[src/rtl/fwd_hazard_unit_pkg.sv]
// Shared types and encodings for the forwarding/hazard unit: select codes,
// standard Tnew/Tuse values and the shadow-pipeline stage entry.
package fwd_hazard_unit_pkg;

    localparam logic [1:0] FWD_RF = 2'd0;
    localparam logic [1:0] FWD_W  = 2'd1;
    localparam logic [1:0] FWD_M  = 2'd2;
    localparam logic [1:0] FWD_E  = 2'd3;

    localparam int unsigned TNEW_ALU  = 1;
    localparam int unsigned TNEW_LOAD = 2;
    localparam int unsigned TNEW_LINK = 0;

    localparam int unsigned TUSE_BRANCH     = 0;
    localparam int unsigned TUSE_ALU        = 1;
    localparam int unsigned TUSE_STORE_DATA = 2;

    // Entry fields are sized for the widest supported AW/TW; narrower values zero-extend.
    localparam int unsigned ENTRY_AW = 8;
    localparam int unsigned ENTRY_TW = 4;

    typedef struct packed {
        logic                valid;
        logic [ENTRY_AW-1:0] dst;
        logic [ENTRY_TW-1:0] tnew;
    } stageEntry_t;

    // One stage of ageing: the result gets one cycle closer, never below zero.
    function automatic stageEntry_t ageEntry(input stageEntry_t s);
        stageEntry_t r;
        r = s;
        if (s.tnew != '0) r.tnew = s.tnew - ENTRY_TW'(1);
        return r;
    endfunction

endpackage

[src/rtl/fwd_hazard_unit_if.sv]
// D-stage request, pipeline result buses and forwarding/stall results of the hazard unit.
interface fwd_hazard_unit_if #(
    parameter int unsigned DW   = 32,
    parameter int unsigned AW   = 5,
    parameter int unsigned NSRC = 2,
    parameter int unsigned TW   = 2
);
    logic               d_valid;
    logic [AW-1:0]      d_dst;
    logic [TW-1:0]      d_tnew;
    logic [NSRC*AW-1:0] d_src;
    logic [NSRC*TW-1:0] d_tuse;
    logic [NSRC*DW-1:0] rf_data;
    logic [DW-1:0]      e_data;
    logic [DW-1:0]      m_data;
    logic [DW-1:0]      w_data;
    logic               stat_clr;
    logic               stall;
    logic [NSRC*DW-1:0] fwd_data;
    logic [NSRC*2-1:0]  fwd_sel;
    logic [NSRC-1:0]    fwd_pend;
    logic [31:0]        stall_cnt;

    modport master (
        output d_valid, d_dst, d_tnew, d_src, d_tuse, rf_data,
               e_data, m_data, w_data, stat_clr,
        input  stall, fwd_data, fwd_sel, fwd_pend, stall_cnt
    );

    modport slave (
        input  d_valid, d_dst, d_tnew, d_src, d_tuse, rf_data,
               e_data, m_data, w_data, stat_clr,
        output stall, fwd_data, fwd_sel, fwd_pend, stall_cnt
    );
endinterface

[src/rtl/fwd_hazard_unit_src_sel.sv]
// Per-operand hazard logic: youngest-match search over E/M/W, stall request,
// forwarding select and pending flag.
module fwd_src_sel
    import fwd_hazard_unit_pkg::*;
#(
    parameter int unsigned DW = 32,
    parameter int unsigned AW = 5,
    parameter int unsigned TW = 2
) (
    input  logic [AW-1:0] src,
    input  logic [TW-1:0] tuse,
    input  logic [DW-1:0] rfData,
    input  logic [DW-1:0] eData,
    input  logic [DW-1:0] mData,
    input  logic [DW-1:0] wData,
    input  stageEntry_t   eStage,
    input  stageEntry_t   mStage,
    input  stageEntry_t   wStage,
    output logic          stallReq_c,
    output logic [DW-1:0] data_c,
    output logic [1:0]    sel_c,
    output logic          pend_c
);

    logic                srcLive;
    logic                hitE;
    logic                hitM;
    logic                hitW;
    logic                hit;
    logic [ENTRY_TW-1:0] hitTnew;
    logic [1:0]          hitSel;
    logic [DW-1:0]       hitData;

    assign srcLive = (src != '0);
    assign hitE    = srcLive && eStage.valid && (eStage.dst == ENTRY_AW'(src));
    assign hitM    = srcLive && mStage.valid && (mStage.dst == ENTRY_AW'(src));
    assign hitW    = srcLive && wStage.valid && (wStage.dst == ENTRY_AW'(src));

    // Only the youngest producer counts, so an older ready copy never masks a newer pending one.
    always_comb begin
        hit     = 1'b0;
        hitTnew = '0;
        hitSel  = FWD_RF;
        hitData = rfData;
        if (hitE) begin
            hit = 1'b1; hitTnew = eStage.tnew; hitSel = FWD_E; hitData = eData;
        end else if (hitM) begin
            hit = 1'b1; hitTnew = mStage.tnew; hitSel = FWD_M; hitData = mData;
        end else if (hitW) begin
            hit = 1'b1; hitTnew = wStage.tnew; hitSel = FWD_W; hitData = wData;
        end
    end

    always_comb begin
        stallReq_c = 1'b0;
        pend_c     = 1'b0;
        sel_c      = FWD_RF;
        data_c     = rfData;
        if (hit) begin
            if (hitTnew == '0) begin
                sel_c  = hitSel;
                data_c = hitData;
            end else begin
                pend_c     = 1'b1;
                stallReq_c = (hitTnew > ENTRY_TW'(tuse));
            end
        end
    end

endmodule

[src/rtl/fwd_hazard_unit.sv]
// Forwarding and stall control beside the D/E registers: shadows dst/Tnew of the
// in-flight E/M/W instructions and resolves every D-stage operand against them.
module fwd_hazard_unit
    import fwd_hazard_unit_pkg::*;
#(
    parameter int unsigned DW   = 32,
    parameter int unsigned AW   = 5,
    parameter int unsigned NSRC = 2,
    parameter int unsigned TW   = 2
) (
    input logic               clk,
    input logic               rst_n,
    fwd_hazard_unit_if.slave  bus
);

    stageEntry_t        eStage;
    stageEntry_t        mStage;
    stageEntry_t        wStage;
    stageEntry_t        dEntry;
    logic [NSRC-1:0]    stallReq;
    logic               stallNow;
    logic [NSRC*DW-1:0] fwdData;
    logic [NSRC*2-1:0]  fwdSel;
    logic [NSRC-1:0]    fwdPend;
    logic [31:0]        stallCnt;

    for (genvar i = 0; i < NSRC; i++) begin : g_src
        fwd_src_sel #(.DW(DW), .AW(AW), .TW(TW)) u_sel (
            .src        (bus.d_src[i*AW +: AW]),
            .tuse       (bus.d_tuse[i*TW +: TW]),
            .rfData     (bus.rf_data[i*DW +: DW]),
            .eData      (bus.e_data),
            .mData      (bus.m_data),
            .wData      (bus.w_data),
            .eStage     (eStage),
            .mStage     (mStage),
            .wStage     (wStage),
            .stallReq_c (stallReq[i]),
            .data_c     (fwdData[i*DW +: DW]),
            .sel_c      (fwdSel[i*2 +: 2]),
            .pend_c     (fwdPend[i])
        );
    end

    assign stallNow = bus.d_valid && (|stallReq);

    // A write to $0 is dropped on entry so it can never be matched.
    always_comb begin
        dEntry       = '0;
        dEntry.valid = bus.d_valid && (bus.d_dst != '0);
        dEntry.dst   = ENTRY_AW'(bus.d_dst);
        dEntry.tnew  = ENTRY_TW'(bus.d_tnew);
    end

    always_ff @(posedge clk or negedge rst_n) begin
        if (!rst_n) begin
            eStage <= '0;
            mStage <= '0;
            wStage <= '0;
        end else begin
            wStage <= ageEntry(mStage);
            mStage <= ageEntry(eStage);
            eStage <= stallNow ? stageEntry_t'('0) : dEntry;
        end
    end

    // Saturating stall-cycle counter; clear wins over increment.
    always_ff @(posedge clk or negedge rst_n) begin
        if (!rst_n) begin
            stallCnt <= '0;
        end else if (bus.stat_clr) begin
            stallCnt <= '0;
        end else if (stallNow && (stallCnt != 32'hFFFF_FFFF)) begin
            stallCnt <= stallCnt + 32'd1;
        end
    end

    assign bus.stall     = stallNow;
    assign bus.fwd_data  = fwdData;
    assign bus.fwd_sel   = fwdSel;
    assign bus.fwd_pend  = fwdPend;
    assign bus.stall_cnt = stallCnt;

endmodule

[src/flat_wrapper.sv]
// flat-port wrapper written by rule: the top's interface ports become plain ports
module fwd_hazard_unit_flat import fwd_hazard_unit_pkg::*;
#(
    parameter int unsigned DW   = 32,
    parameter int unsigned AW   = 5,
    parameter int unsigned NSRC = 2,
    parameter int unsigned TW   = 2
)
  (clk, rst_n, bus_d_valid, bus_d_dst, bus_d_tnew, bus_d_src, bus_d_tuse, bus_rf_data, bus_e_data, bus_m_data, bus_w_data, bus_stat_clr, bus_stall, bus_fwd_data, bus_fwd_sel, bus_fwd_pend, bus_stall_cnt);
  fwd_hazard_unit_if #(.DW(DW), .AW(AW), .NSRC(NSRC), .TW(TW)) bus_i ();
  input logic clk;
  input logic rst_n;
  input wire logic [$bits(bus_i.d_valid)-1:0] bus_d_valid;
  input wire logic [$bits(bus_i.d_dst)-1:0] bus_d_dst;
  input wire logic [$bits(bus_i.d_tnew)-1:0] bus_d_tnew;
  input wire logic [$bits(bus_i.d_src)-1:0] bus_d_src;
  input wire logic [$bits(bus_i.d_tuse)-1:0] bus_d_tuse;
  input wire logic [$bits(bus_i.rf_data)-1:0] bus_rf_data;
  input wire logic [$bits(bus_i.e_data)-1:0] bus_e_data;
  input wire logic [$bits(bus_i.m_data)-1:0] bus_m_data;
  input wire logic [$bits(bus_i.w_data)-1:0] bus_w_data;
  input wire logic [$bits(bus_i.stat_clr)-1:0] bus_stat_clr;
  output wire logic [$bits(bus_i.stall)-1:0] bus_stall;
  output wire logic [$bits(bus_i.fwd_data)-1:0] bus_fwd_data;
  output wire logic [$bits(bus_i.fwd_sel)-1:0] bus_fwd_sel;
  output wire logic [$bits(bus_i.fwd_pend)-1:0] bus_fwd_pend;
  output wire logic [$bits(bus_i.stall_cnt)-1:0] bus_stall_cnt;
  assign bus_i.d_valid = bus_d_valid;
  assign bus_i.d_dst = bus_d_dst;
  assign bus_i.d_tnew = bus_d_tnew;
  assign bus_i.d_src = bus_d_src;
  assign bus_i.d_tuse = bus_d_tuse;
  assign bus_i.rf_data = bus_rf_data;
  assign bus_i.e_data = bus_e_data;
  assign bus_i.m_data = bus_m_data;
  assign bus_i.w_data = bus_w_data;
  assign bus_i.stat_clr = bus_stat_clr;
  assign bus_stall = bus_i.stall;
  assign bus_fwd_data = bus_i.fwd_data;
  assign bus_fwd_sel = bus_i.fwd_sel;
  assign bus_fwd_pend = bus_i.fwd_pend;
  assign bus_stall_cnt = bus_i.stall_cnt;
  fwd_hazard_unit #(.DW(DW), .AW(AW), .NSRC(NSRC), .TW(TW)) u_core (.clk(clk), .rst_n(rst_n), .bus(bus_i));
endmodule
[config.mk]
export PLATFORM = sky130hd
export DESIGN_NAME = fwd_hazard_unit_flat
export DESIGN_NICKNAME = d
export VERILOG_FILES = /design/src/rtl/fwd_hazard_unit_pkg.sv /design/src/rtl/fwd_hazard_unit_if.sv /design/src/rtl/fwd_hazard_unit_src_sel.sv /design/src/rtl/fwd_hazard_unit.sv /design/src/flat_wrapper.sv
export SDC_FILE = /design/constraint.sdc
export NUM_CORES = 1
export LEC_CHECK = 0
export ABC_AREA = 1
export BUFFER_PORTS_ARGS = -buffer_cell sky130_fd_sc_hd__buf_2
export CAP_MARGIN = 20
export CORE_MARGIN = 2
export CORE_UTILIZATION = 56
export CTS_BUF_LIST = sky130_fd_sc_hd__clkbuf_8
export DETAILED_ROUTE_END_ITERATION = 10
export GPL_TIMING_DRIVEN = 0
export PLACE_DENSITY = 0.9
export SLEW_MARGIN = 15
export SYNTH_ARGS = -nofsm -noshare
export SYNTH_HDL_FRONTEND = slang
export SYNTH_HIERARCHICAL = 1
export SYNTH_SLANG_ARGS = --single-unit
[constraint.sdc]
create_clock -name clk -period 4.29 [get_ports clk]
set_input_delay 0.429 -clock clk [delete_from_list [all_inputs] [get_ports clk]]
set_output_delay 0.429 -clock clk [all_outputs]
set_load 0.01 [all_outputs]
## Word-level counts from Yosys, hierarchy flattened

Index checks and enable logic that the tools add are counted.

- Reductions and logical operators: 24
- $add $sub $neg: 3
- Equal/unequal tests: 7
- Order comparisons: 2
- Multiplexer cells: 45

Operators with widths:

| kind | count |
|---|---|
| 32-bit 2-to-1 mux | 12 |
| 8-bit by 5-bit == test with 1-bit output | 6 |
| 32-bit by 1-bit adder with 32-bit output (second input constant) | 1 |
| 4-bit 2-to-1 mux | 8 |
| 32-bit inequality test (second input constant) | 1 |
| 1-bit 2-to-1 mux | 16 |
| 2-bit 2-to-1 mux | 8 |
| 1-bit logical AND | 15 |
| 5-bit nonzero test | 3 |
| 13-bit 2-to-1 mux | 1 |
| 4-bit by 2-bit greater-than comparator with 1-bit output | 2 |
| 4-bit logical NOT | 2 |
| 4-bit nonzero test | 2 |
| 4-bit by 1-bit subtractor with 4-bit output (second input constant) | 2 |
| 2-bit nonzero test | 1 |
| 2-bit OR reduction | 1 |

- Register bits after elaboration: 71
- Word-level logic and storage cells: 91
- Output and inout bits: 103
- Input port bits: 185

## Logic depth before layout (Yosys ltp)

Gate-level depths: netlist of the first run.

- Word-level depth: 14
- Mapped depth: 25
- Mapped depth without buffers: 23

## Cells and area by module

Netlist of the first run, hierarchy kept.

By module, submodules not included:

| module | times used | area each (um^2) | cells each | sequential area each (um^2) |
|---|---|---|---|---|
| fwd_src_sel | 2 | 2148.3 | 509 | 0.0 |
| fwd_hazard_unit | 1 | 3045.4 | 410 | 1476.4 |

## Worst setup path after synthesis of the first run

OpenSTA, ideal clock, no wires.

- Path type: input to register
- From: input port bus_d_src[5]
- To: register u_core.stallCnt[8], in the netlist u_core/bus.stall_cnt[8]
- Library setup time: 0.066 ns
- Required time: 4.224 ns
- Stages: 20
- Path buffers: 2
- Arrival time: 2.810 ns
- Setup slack: 1.415 ns
- Cell sequence: inv_2 > nand4_1 > nand3_1 > nor2_4 > nand3_1 > a21oi_2 > ha_1 > a21oi_1 > o21ai_0 > nand2_1 > inv_2 > o21ai_0 > inv_2 > nand2_1 > nand2_2 > inv_2 > buf_6 > buf_8 > nand2_1 > nand2_1

- Word-level cells in the longest chain between the ends: 13
- Elaborated cells on any way between the ends: 24
- Classes of those cells: 1 x order compare; 3 x eq/ne; 8 x mux; 12 x reduce/logical

RTL lines:

| element | RTL line | text |
|---|---|---|
| start: declaration | flat_wrapper.sv:16 | `input wire logic [$bits(bus_i.d_src)-1:0] bus_d_src;` |
| 5-bit nonzero test | fwd_hazard_unit_src_sel.sv:34 | `assign srcLive = (src != '0);` |
| 1-bit logical AND (2 in a row) | fwd_hazard_unit_src_sel.sv:37 | `assign hitW = srcLive && wStage.valid && (wStage.dst == ENTRY_AW'(src));` |
| 4-bit 2-to-1 mux | fwd_hazard_unit_src_sel.sv:49 | `end else if (hitW) begin` |
| 4-bit 2-to-1 mux | fwd_hazard_unit_src_sel.sv:47 | `end else if (hitM) begin` |
| 4-bit 2-to-1 mux | fwd_hazard_unit_src_sel.sv:45 | `if (hitE) begin` |
| 4-bit by 2-bit greater-than comparator with 1-bit output / 4-bit logical NOT (equally long branches) | fwd_hazard_unit_src_sel.sv:65, fwd_hazard_unit_src_sel.sv:60 |  |
| 1-bit 2-to-1 mux | fwd_hazard_unit_src_sel.sv:60 | `if (hitTnew == '0) begin` |
| 1-bit 2-to-1 mux (*) | fwd_hazard_unit_src_sel.sv:59 | `if (hit) begin` |
| via u_core.stallReq[1] | fwd_hazard_unit.sv:20 | `logic [NSRC-1:0] stallReq;` |
| 2-bit OR reduction (*) | fwd_hazard_unit.sv:45 | `assign stallNow = bus.d_valid && (\|stallReq);` |
| 1-bit logical AND (*) | fwd_hazard_unit.sv:45 |  |
| via bus_stall | flat_wrapper.sv:23 | `output wire logic [$bits(bus_i.stall)-1:0] bus_stall;` |
| 1-bit logical AND (*) | fwd_hazard_unit.sv:73 | `end else if (stallNow && (stallCnt != 32'hFFFF_FFFF)) begin` |
| 2-bit nonzero test (no line) (*) | n/a |  |
| end signal: assignment | fwd_hazard_unit.sv:74 | `stallCnt <= stallCnt + 32'd1;` |
| end: declaration | fwd_hazard_unit.sv:25 | `logic [31:0] stallCnt;` |

The timed path passes the listed nets; every way through them passes the cells marked *.
A chain may end at the register's enable or synchronous reset.

## Worst setup path after layout of the first run

- From: register, netlist name u_core/mStage[4]
- To: output port bus_stall

- Word-level cells in the longest chain between the ends: 9
- Elaborated cells on any way between the ends: 22
- Classes of those cells: 2 x order compare; 2 x eq/ne; 12 x mux; 6 x reduce/logical

RTL lines:

| element | RTL line | text |
|---|---|---|
| 8-bit by 5-bit == test with 1-bit output (*) | fwd_hazard_unit_src_sel.sv:36 | `assign hitM = srcLive && mStage.valid && (mStage.dst == ENTRY_AW'(src));` |
| 1-bit logical AND (*) | fwd_hazard_unit_src_sel.sv:36 |  |
| 4-bit 2-to-1 mux | fwd_hazard_unit_src_sel.sv:47 |  |
| 4-bit 2-to-1 mux | fwd_hazard_unit_src_sel.sv:45 |  |
| 4-bit by 2-bit greater-than comparator with 1-bit output / 4-bit logical NOT (equally long branches) | fwd_hazard_unit_src_sel.sv:65, fwd_hazard_unit_src_sel.sv:60 |  |
| 1-bit 2-to-1 mux | fwd_hazard_unit_src_sel.sv:60 |  |
| 1-bit 2-to-1 mux (*) | fwd_hazard_unit_src_sel.sv:59 |  |
| via u_core.stallReq[1] | fwd_hazard_unit.sv:20 |  |
| 2-bit OR reduction (*) | fwd_hazard_unit.sv:45 |  |
| 1-bit logical AND (*) | fwd_hazard_unit.sv:45 |  |
| end: declaration | flat_wrapper.sv:23 |  |

Marks and branches as above.

==> flow_summary.json, run 1 <==
{
  "multi_input_comb_area_um2": 5260,
  "p_switching_mw": 0.493,
  "max_slew_margin_pct": 43.5,
  "rsz0062_at_grt": "false",
  "die_x_um": 119,
  "post-synth-top-area-fraction_pct": 32.7,
  "ys_top_cells_by_count": "640 x nand2_1, 284 x nor2_1, 169 x nand3_1",
  "drt-pass1-iter-count": 9,
  "core_um2": 12700,
  "max_freq_ghz": 0.252,
  "first_global_vias": 9825,
  "nets": 1940,
  "drt_iter0_markers": 1194,
  "cts_sinks": 59,
  "ff_latch_area_um2": 1480,
  "clock_skew_ns": 0.0120,
  "cts_tree": "built",
  "vias_per_cell": 5.51,
  "ys_ff_latch": 59,
  "clock-root-buffer": "clkbuf_8",
  "combPwrFrac_pct": 28.8,
  "num-fill-cells": 1239,
  "antenna_left": 0,
  "violations": "design-rule violations",
  "worstSetupPathType": "reg -> out",
  "required_ns": 3.86,
  "ys_types": 33,
  "drive_gt1_share_pct": 21.7,
  "io_pins": 288,
  "track_usage_pct": 40.8,
  "port_buffers": 286,
  "crit_arrival_ns": 3.54,
  "design_area_um2": 9270,
  "dp_hpwl_mm": 23.1,
  "end_kind": "output port",
  "ys_top_cells_by_area": "nand2_1 33%, dfrtp_1 20%, nor2_1 15%",
  "cp_max_fo": 9,
  "syn_to_final_growth_pct": 26.3,
  "synth-edff-count": 0,
  "design.die.area_um2": 14000,
  "hold_slack_ns": 0.133,
  "htree_levels": 3,
  "clk_latency_ns": 0.35,
  "min_period_over_period_pct": 92.4,
  "grt_antenna_before_repair": 9,
  "seqPwrFrac_pct": 38.9,
  "grt_pass1_wl_mm": 46.9,
  "ys.flop_type": "dfrtp_1",
  "grt_max_degree": 60,
  "gp_congestion": 0.973,
  "cts_made_buffers": 9,
  "min_period_ns": 3.96,
  "tns_ns": 0,
  "syn_area_um2": 7340,
  "syn_avg_cell_area_um2": 5.14,
  "clockBufferDepth": 2,
  "dpl_cell_area_um2": 9070,
  "synthArstFlopShare_pct": 100,
  "via_count": 10600,
  "finalSetupViolations": 0,
  "cap_violations": 0,
  "run_status": "finished, violations left",
  "cts_hold_buffers": 0,
  "row_count": 41,
  "p_clk_share_pct": 32.3,
  "synthCells": 1428,
  "vdd_drop_max_mv": 0.168,
  "yosys.area.top_type": "nand2_1",
  "utilization_pct": 72.9,
  "swShare_pct": 32.6,
  "cts_resized": 0,
  "grt.overflow.total": 0,
  "leakage_nw": 5.68,
  "tightestPinTransition_ns": 0.848,
  "synth_most_common_cell": "nand2_1",
  "start_util_pct": 57.7,
  "cp-start-kind": "flop",
  "postCtsSetupBuffers": 0,
  "drc": 2,
  "clk_pin_slew_worst_paths_ns": 0.07,
  "powerDensity_nw_per_um2": 163,
  "die_h_um": 119,
  "p_int_mw": 1.02,
  "hp-class": "in -> async",
  "yosysSeqAreaShare_pct": 20.1,
  "drt_wl_total_mm": 29.9,
  "power_mw": 1.51,
  "finalHoldViolations": 0,
  "timing.final.max_slew_violations": 0,
  "yosysWarningCount": 6,
  "post_drt_wl_per_cell_um": 15.5
}
-- critical path: stages, from the launching register on --
cell	delay (ns)
dfrtp_1	0.42
inv_1	0.06
nand2_1	0.05
nand2_1	0.06
nor2_1	0.17
nand2_1	0.12
nor2_4	0.25
a21oi_1	0.16
a21oi_2	0.26
ha_1	0.30
a21oi_1	0.14
o21ai_0	0.11
nand2_1	0.10
inv_2	0.03
o21ai_0	0.50
inv_2	0.24
buf_2	0.20
-- power groups by stage --
stage | logic, mW | registers, mW | clock network (mW)
after global placement | 0.420 | 0.597 | 0
after detailed placement | 0.426 | 0.598 | 0
after floorplan | 0.214 | 0.593 | 0
after CTS | 0.429 | 0.588 | 0.492
final | 0.436 | 0.589 | 0.489
after global routing | 0.484 | 0.591 | 0.515
-- registers in the layout, indices dropped and copies added, names as in the netlist --
name / count
u_core/bus.stall_cnt: 32
u_core/wStage: 10
u_core/mStage: 9
u_core/eStage: 8
-- cell usage in the layout, fill, tap and decap left out, drive strengths merged --
cell type and instances:
nand2 647, buf 327, nor2 297, nand3 171
inv 94, dfrtp 59, clkbuf 36, conb 23
a21oi 19, nand4 15, o21ai 13, xor2 8
ha 8, diode 7, xnor2 7, or2 7
o21bai 4, nor4 4, clkinv 2, nand3b 2
nor3b 2, a32oi 2, bufinv 1, o311ai 1
and2 1
-- per-layer routing --
metal | wire length, µm | GRT usage (%) | vias to the layer above
met2 | 13800 | 66.8 | 816
met4 | 1470 | 22.5 | 2
met3 | 3700 | 8.20 | 149
met1 | 10900 | 50.2 | 4614
met5 | 13 | 0 | -
li1 | - | - | 5040
-- cell type report --
| class | count | share of cell area [%] |
|---|---|---|
| flip-flops and latches | 59 | 15.9 |
| inverters | 93 | 3.76 |
| clock buffers | 10 | 1.48 |
| repair buffers | 286 | 15.5 |
| clock inverters | 4 | 0.472 |
| well taps | 172 | 2.32 |
| plain buffers | 67 | 3.71 |
| multi-input cells | 1231 | 56.7 |
| diodes | 7 | 0.189 |
-- stage by stage --
step                      worst slack (ns)  cells
after global routing                 0.143   1927
final                                0.326   1929
after CTS                            0.437   1922
after detailed placement             0.393   1908
after global placement               0.547   1908
after floorplan                       1.41   1450
-- kinds of logic (layout without fill, tap and decap cells) --
family	count (synthesis)	count (layout)	synth area share, %
AO/OA/AOI/OAI	39	39	3.05
AND/OR/NAND/NOR	1146	1146	64.2
adder cells (fa/ha/maj)	8	8	1.36
other	1	30	0.0511
XOR/XNOR	15	15	1.79
flip-flops	59	59	20.1
buffers and inverters	160	460	9.44
-- path summary, 6_finish.rpt --
check | from | endpoint | slack (ns) | cells after the start
max | u_core/mStage[4]$_DFF_PN0_ | bus_stall | 0.33 | 16
min | rst_n | u_core/bus.stall_cnt[13]$_DFFE_PN0P_ | 0.13 | 1
max reg2reg | u_core/mStage[4]$_DFF_PN0_ | u_core/bus.stall_cnt[13]$_DFFE_PN0P_ | 0.46 | 20
min reg2reg | u_core/eStage[12]$_DFF_PN0_ | u_core/mStage[12]$_DFF_PN0_ | 0.41 | 0
max in group asynchronous | rst_n | u_core/wStage[0]$_DFF_PN0_ | 3.65 | 1
min in group clk | bus_d_dst[4] | u_core/eStage[8]$_DFF_PN0_ | 0.30 | 3
Note: power is estimated with default switching activity, not from simulation.
==> run 2, diff against run 1 <==
--- a/config.mk
+++ b/config.mk
@@ -9,11 +9,11 @@
 export BUFFER_PORTS_ARGS = -buffer_cell sky130_fd_sc_hd__buf_2
 export CAP_MARGIN = 20
 export CORE_MARGIN = 2
-export CORE_UTILIZATION = 56
+export CORE_UTILIZATION = 52
 export CTS_BUF_LIST = sky130_fd_sc_hd__clkbuf_8
 export DETAILED_ROUTE_END_ITERATION = 10
 export GPL_TIMING_DRIVEN = 0
-export PLACE_DENSITY = 0.9
+export PLACE_DENSITY = 0.85
 export SLEW_MARGIN = 15
 export SYNTH_ARGS = -nofsm -noshare
 export SYNTH_HDL_FRONTEND = slang
==> constraint.sdc (replaced) <==
create_clock -name clk -period 3.81 [get_ports clk]
set_input_delay 0.381 -clock clk [delete_from_list [all_inputs] [get_ports clk]]
set_output_delay 0.381 -clock clk [all_outputs]
set_load 0.01 [all_outputs]
==> run 2 against run 1 <==
The run now ends clean. Non-clock buffer count stayed put. Register-to-register slack worse by 0.08 ns. Sequential cell count stayed put. Critical path type unchanged. Critical endpoint unchanged. Largest cell class unchanged. Highest routed layer unchanged.
==> flow_summary.json, run 2 (synthesis results as in run 1) <==
{
  "powerDensity_nw_per_um2": 186,
  "cp-start-kind": "flop",
  "max_slew_margin_pct": 50.3,
  "design.die.area_um2": 15100,
  "cts_made_buffers": 9,
  "cts_sinks": 59,
  "hp-class": "in -> async",
  "hold_slack_ns": 0.104,
  "core_um2": 13800,
  "power_mw": 1.73,
  "tns_ns": 0,
  "gp_congestion": 0.961,
  "rsz0062_at_grt": "false",
  "antenna_left": 0,
  "io_pins": 288,
  "track_usage_pct": 36.8,
  "first_global_vias": 9008,
  "num-fill-cells": 1383,
  "worstSetupPathType": "reg -> out",
  "design_area_um2": 9300,
  "final_common_cell": "nand2_1",
  "postCtsSetupBuffers": 0,
  "required_ns": 3.43,
  "max_freq_ghz": 0.281,
  "drt_iter0_markers": 1300,
  "grt_antenna_before_repair": 5,
  "htree_levels": 3,
  "tightestPinTransition_ns": 0.746,
  "dp_hpwl_mm": 22.9,
  "dpl_cell_area_um2": 9080,
  "clockBufferDepth": 2,
  "grt_max_degree": 60,
  "drt-pass1-iter-count": 6,
  "largest_register_ffs": 32,
  "finalSetupViolations": 0,
  "die_h_um": 123,
  "vias_per_cell": 5.41,
  "finalHoldViolations": 0,
  "run_status": "completed",
  "row_count": 43,
  "clk_latency_ns": 0.34,
  "cp_max_fo": 9,
  "reg2reg_slack_ns": 0.38,
  "port_buffers": 286,
  "grt.overflow.total": 0,
  "r2r_cells": 21,
  "vdd_drop_max_mv": 0.188,
  "crit_arrival_ns": 3.18,
  "reg2reg_from": "u_core/mStage[4]$_DFF_PN0_",
  "grt_pass1_wl_mm": 44.0,
  "min_period_over_period_pct": 93.4,
  "nets": 1940,
  "drt_wl_total_mm": 29.4,
  "clock_skew_ns": 0.00559,
  "die_x_um": 123,
  "dp_cells": 1916,
  "layout_common_cells": "640 x nand2_1, 308 x buf_2, 284 x nor2_1",
  "end_kind": "output port",
  "r2r-end": "u_core/bus.stall_cnt[16]$_DFFE_PN0P_",
  "post_drt_wl_per_cell_um": 15.2,
  "min_period_ns": 3.56,
  "via_count": 10500,
  "clk_pin_slew_worst_paths_ns": 0.07,
  "drc": 0,
  "clock-root-buffer": "clkbuf_8",
  "layout.cells.non_filler": 1937,
  "drive_gt1_share_pct": 21.8,
  "syn_to_final_growth_pct": 26.7,
  "timing.final.max_slew_violations": 0,
  "start_util_pct": 53.1,
  "leakage_nw": 5.68,
  "cap_violations": 0,
  "cts_tree": "built"
}
[run 2: cell count changes in the layout (fill, tap and decap cells not counted), sizes merged]
| cell | before | now |
|---|---|---|
| inv | 94 | 93 |
| clkinvlp | 0 | 1 |
| clkinv | 2 | 4 |
| diode | 7 | 5 |
[run 2: how the worst max path moves through the flow]
stage / from / endpoint / depth (start not counted)
finish: u_core/mStage[4]$_DFF_PN0_ / bus_stall / 16
global route: u_core/mStage[4]$_DFF_PN0_ / bus_stall / 16
CTS: u_core/mStage[5]$_DFF_PN0_ / bus_stall / 16
detailed placement: bus_d_src[5] / u_core/bus.stall_cnt[16]$_DFFE_PN0P_ / 19
global placement: bus_d_src[5] / u_core/bus.stall_cnt[16]$_DFFE_PN0P_ / 19
floorplan: bus_d_src[5] / u_core/bus.stall_cnt[8]$_DFFE_PN0P_ / 20
[run 2: final cells by class]
cell class | instances | area (µm²) | share of cell area, %
clock inverters | 6 | 65.1 | 0.700
well taps | 180 | 225 | 2.42
inverters | 93 | 349 | 3.75
repair buffers | 286 | 1430 | 15.4
clock buffers | 10 | 138 | 1.48
plain buffers | 67 | 344 | 3.70
flip-flops and latches | 59 | 1480 | 15.9
multi-input cells | 1231 | 5260 | 56.5
diodes | 5 | 12.5 | 0.135
[run 2: critical path, cell delays in order (launching register included)]
cell	delay, ns
dfrtp_1	0.42
inv_1	0.06
nand2_1	0.06
nand2_1	0.05
nor2_1	0.19
nand2_1	0.12
nor2_4	0.24
a21oi_1	0.14
a21oi_2	0.24
ha_1	0.28
a21oi_1	0.15
o21ai_0	0.08
nand2_1	0.14
inv_2	0.04
o21ai_1	0.27
inv_2	0.18
buf_2	0.18
[run 2: through the flow]
stage,utilization (%),setup slack (ns)
floorplan,-,0.983
global placement,65.7,0.103
detailed placement,65.7,0.113
CTS,67.2,0.139
global route,67.2,0.0453
finish,67.3,0.251
[run 2: routing by layer]
metal	GRT usage [%]	share of wire [%]
met5	0	0.044
met4	17.0	4.6
met3	8.41	13
met2	57.4	44
met1	48.2	38
[run 2: report_power, final]
group / internal [mW] / switching (mW)
Combinational: 0.197 / 0.293
Sequential: 0.643 / 0.0184
Clock: 0.319 / 0.260
Total: 1.16 / 0.571
[run 2: repair_timing]
item                                    CTS  global route
gates resized for setup                   0             1
hold buffers                              0             0
endpoints found under the setup margin    0            10
endpoints found under the hold margin     0             0
==> run 3, diff against run 2 <==
==> constraint.sdc (replaced) <==
create_clock -name clk -period 3.5 [get_ports clk]
set_input_delay 0.35 -clock clk [delete_from_list [all_inputs] [get_ports clk]]
set_output_delay 0.35 -clock clk [all_outputs]
set_load 0.01 [all_outputs]
==> run 3 against run 2 <==
First-iteration DRC count rose by 2.9%. Critical path depth grew 1. Design area rose by 0.39%. Total power is 9.1% higher. Register-to-register slack worse by 0.10 ns. Combinational power grew 9.2%. Critical path type unchanged. Critical endpoint unchanged. Largest cell class unchanged. Largest power group unchanged.
==> flow_summary.json, run 3 (synthesis results as in run 1) <==
{
  "powerDensity_nw_per_um2": 202,
  "slowest_stage": "dfrtp_1",
  "design.die.area_um2": 15100,
  "final_common_cell": "nand2_1",
  "clock_skew_ns": 0.00775,
  "drt_wl_total_mm": 29.4,
  "post_drt_wl_per_cell_um": 15.1,
  "min_period_over_period_pct": 96.4,
  "largest_register_ffs": 32,
  "start_util_pct": 53.1,
  "worstSetupPathType": "reg -> out",
  "cp_max_fo": 10,
  "grt.overflow.total": 0,
  "required_ns": 3.15,
  "cap_violations": 0,
  "clk_pin_slew_worst_paths_ns": 0.07,
  "drt-pass1-iter-count": 9,
  "finalHoldViolations": 0,
  "crit_path_max_incr_delay_ns": 0.44,
  "grt_antenna_before_repair": 5,
  "first_global_vias": 9008,
  "drc": 0,
  "reg2reg_slack_ns": 0.28,
  "via_count": 10500,
  "tightestPinTransition_ns": 0.757,
  "io_pins": 288,
  "drive_gt1_share_pct": 22.1,
  "timing.final.max_slew_violations": 0,
  "antenna_left": 0,
  "cts_tree": "built",
  "port_buffers": 286,
  "clockBufferDepth": 2,
  "track_usage_pct": 36.8,
  "r2r-end": "u_core/bus.stall_cnt[13]$_DFFE_PN0P_",
  "row_count": 43,
  "crit_buf_inv": 6,
  "num-fill-cells": 1380,
  "cts_made_buffers": 9,
  "end_kind": "output port",
  "syn_to_final_growth_pct": 27.1,
  "vdd_drop_max_mv": 0.206,
  "htree_levels": 3,
  "die_x_um": 123,
  "core_um2": 13800,
  "cp-start-kind": "flop",
  "die_h_um": 123,
  "layout_common_cells": "640 x nand2_1, 308 x buf_2, 284 x nor2_1",
  "clk_latency_ns": 0.35,
  "grt_pass1_wl_mm": 44.0,
  "vias_per_cell": 5.39,
  "critPathTopFamily": "simple AND/OR/NAND/NOR gates",
  "dp_cells": 1916,
  "rsz0062_at_grt": "true",
  "critPathMostFrequentCell": "nand2_1",
  "reg2reg_from": "u_core/mStage[5]$_DFF_PN0_",
  "finalSetupViolations": 0,
  "run_status": "completed",
  "r2r_cells": 23,
  "nets": 1943,
  "path_cells": "inv_1 > nand2_1 > nand2_1 > nor2_1 > nand2_1 > nor2_4 > inv_2 > nand3_1 > nand2_1 > nand2_1 > nand3_2 > buf_2 > nand2_1 > inv_2 > o21ai_2 > inv_2 > buf_2",
  "clock-root-buffer": "clkbuf_8",
  "max_slew_margin_pct": 49.6,
  "gp_congestion": 0.961,
  "layout.cells.non_filler": 1940,
  "drt_iter0_markers": 1338,
  "hp-class": "in -> async",
  "max_freq_ghz": 0.296,
  "grt_max_degree": 60,
  "crit_arrival_ns": 3.02,
  "leakage_nw": 5.70,
  "utilization_pct": 67.5,
  "min_period_ns": 3.37,
  "dp_hpwl_mm": 22.9,
  "cts_hold_buffers": 0,
  "cts_sinks": 59
}
## run 3: metrics by stage
stage	hold WS (ns)	power [mW]	setup WS [ns]	TNS, ns	area [µm²]
2_1_floorplan	0.0544	0.990	0.704	0	7420
3_3_place_gp	0.388	1.25	-0.176	-3.25	9080
3_5_place_dp	0.407	1.25	-0.166	-2.91	9080
4_1_cts	0.0861	1.89	0.0190	0	9290
5_1_grt	0.113	2.00	-0.0690	-0.0690	9330
6_report	0.0716	1.89	0.126	0	9340
## run 3: worst reg2reg max path, delay by kind of cell, from the launching register on
kind            cells  cell delay, ns
compound gates      1            0.19
buf+inv             8            0.99
simple gates       14            1.58
flops               1            0.44
## run 3: repair_timing
action / 4_1_cts / 5_1_grt
setup endpoints to repair: 7 / 31
pin swaps: 0 / 3
gates resized for setup: 1 / 5
endpoints found under the hold margin: 0 / 0
buffers inserted: 0 / 3
cloned: 0 / 0
## run 3: how the worst max path moves through the flow
stage	slack (ns)	from	cells after the start	endpoint
floorplan	0.70	bus_d_src[5]	20	u_core/bus.stall_cnt[8]$_DFFE_PN0P_
global placement	-0.18	bus_d_src[5]	19	u_core/bus.stall_cnt[16]$_DFFE_PN0P_
detailed placement	-0.17	bus_d_src[5]	19	u_core/bus.stall_cnt[16]$_DFFE_PN0P_
CTS	0.02	u_core/mStage[5]$_DFF_PN0_	16	bus_stall
global route	-0.07	u_core/mStage[4]$_DFF_PN0_	17	bus_stall
finish	0.13	u_core/mStage[5]$_DFF_PN0_	17	bus_stall
## run 3: cell type report
type | count | area [µm²] | area share [%]
inverters | 93 | 349 | 3.74
clock buffers | 10 | 138 | 1.47
flip-flops and latches | 59 | 1480 | 15.8
repair buffers | 289 | 1460 | 15.6
plain buffers | 67 | 345 | 3.70
clock inverters | 6 | 65.1 | 0.697
multi-input cells | 1231 | 5270 | 56.4
well taps | 180 | 225 | 2.41
diodes | 5 | 12.5 | 0.134
## run 3: per-layer routing
| layer | wire length, µm | share of wire (%) | vias up | track usage, % |
|---|---|---|---|---|
| met5 | 13 | 0.044 | - | 0 |
| met4 | 1260 | 4.3 | 2 | 17.0 |
| met3 | 3600 | 12 | 113 | 8.41 |
| met2 | 13100 | 45 | 713 | 57.4 |
| met1 | 11400 | 39 | 4583 | 48.2 |
| li1 | - | - | 5053 | - |
## run 3: power by group
part,switching [mW],internal (mW)
sequential,0.0204,0.701
clock,0.287,0.347
combinational,0.319,0.215
total,0.627,1.26
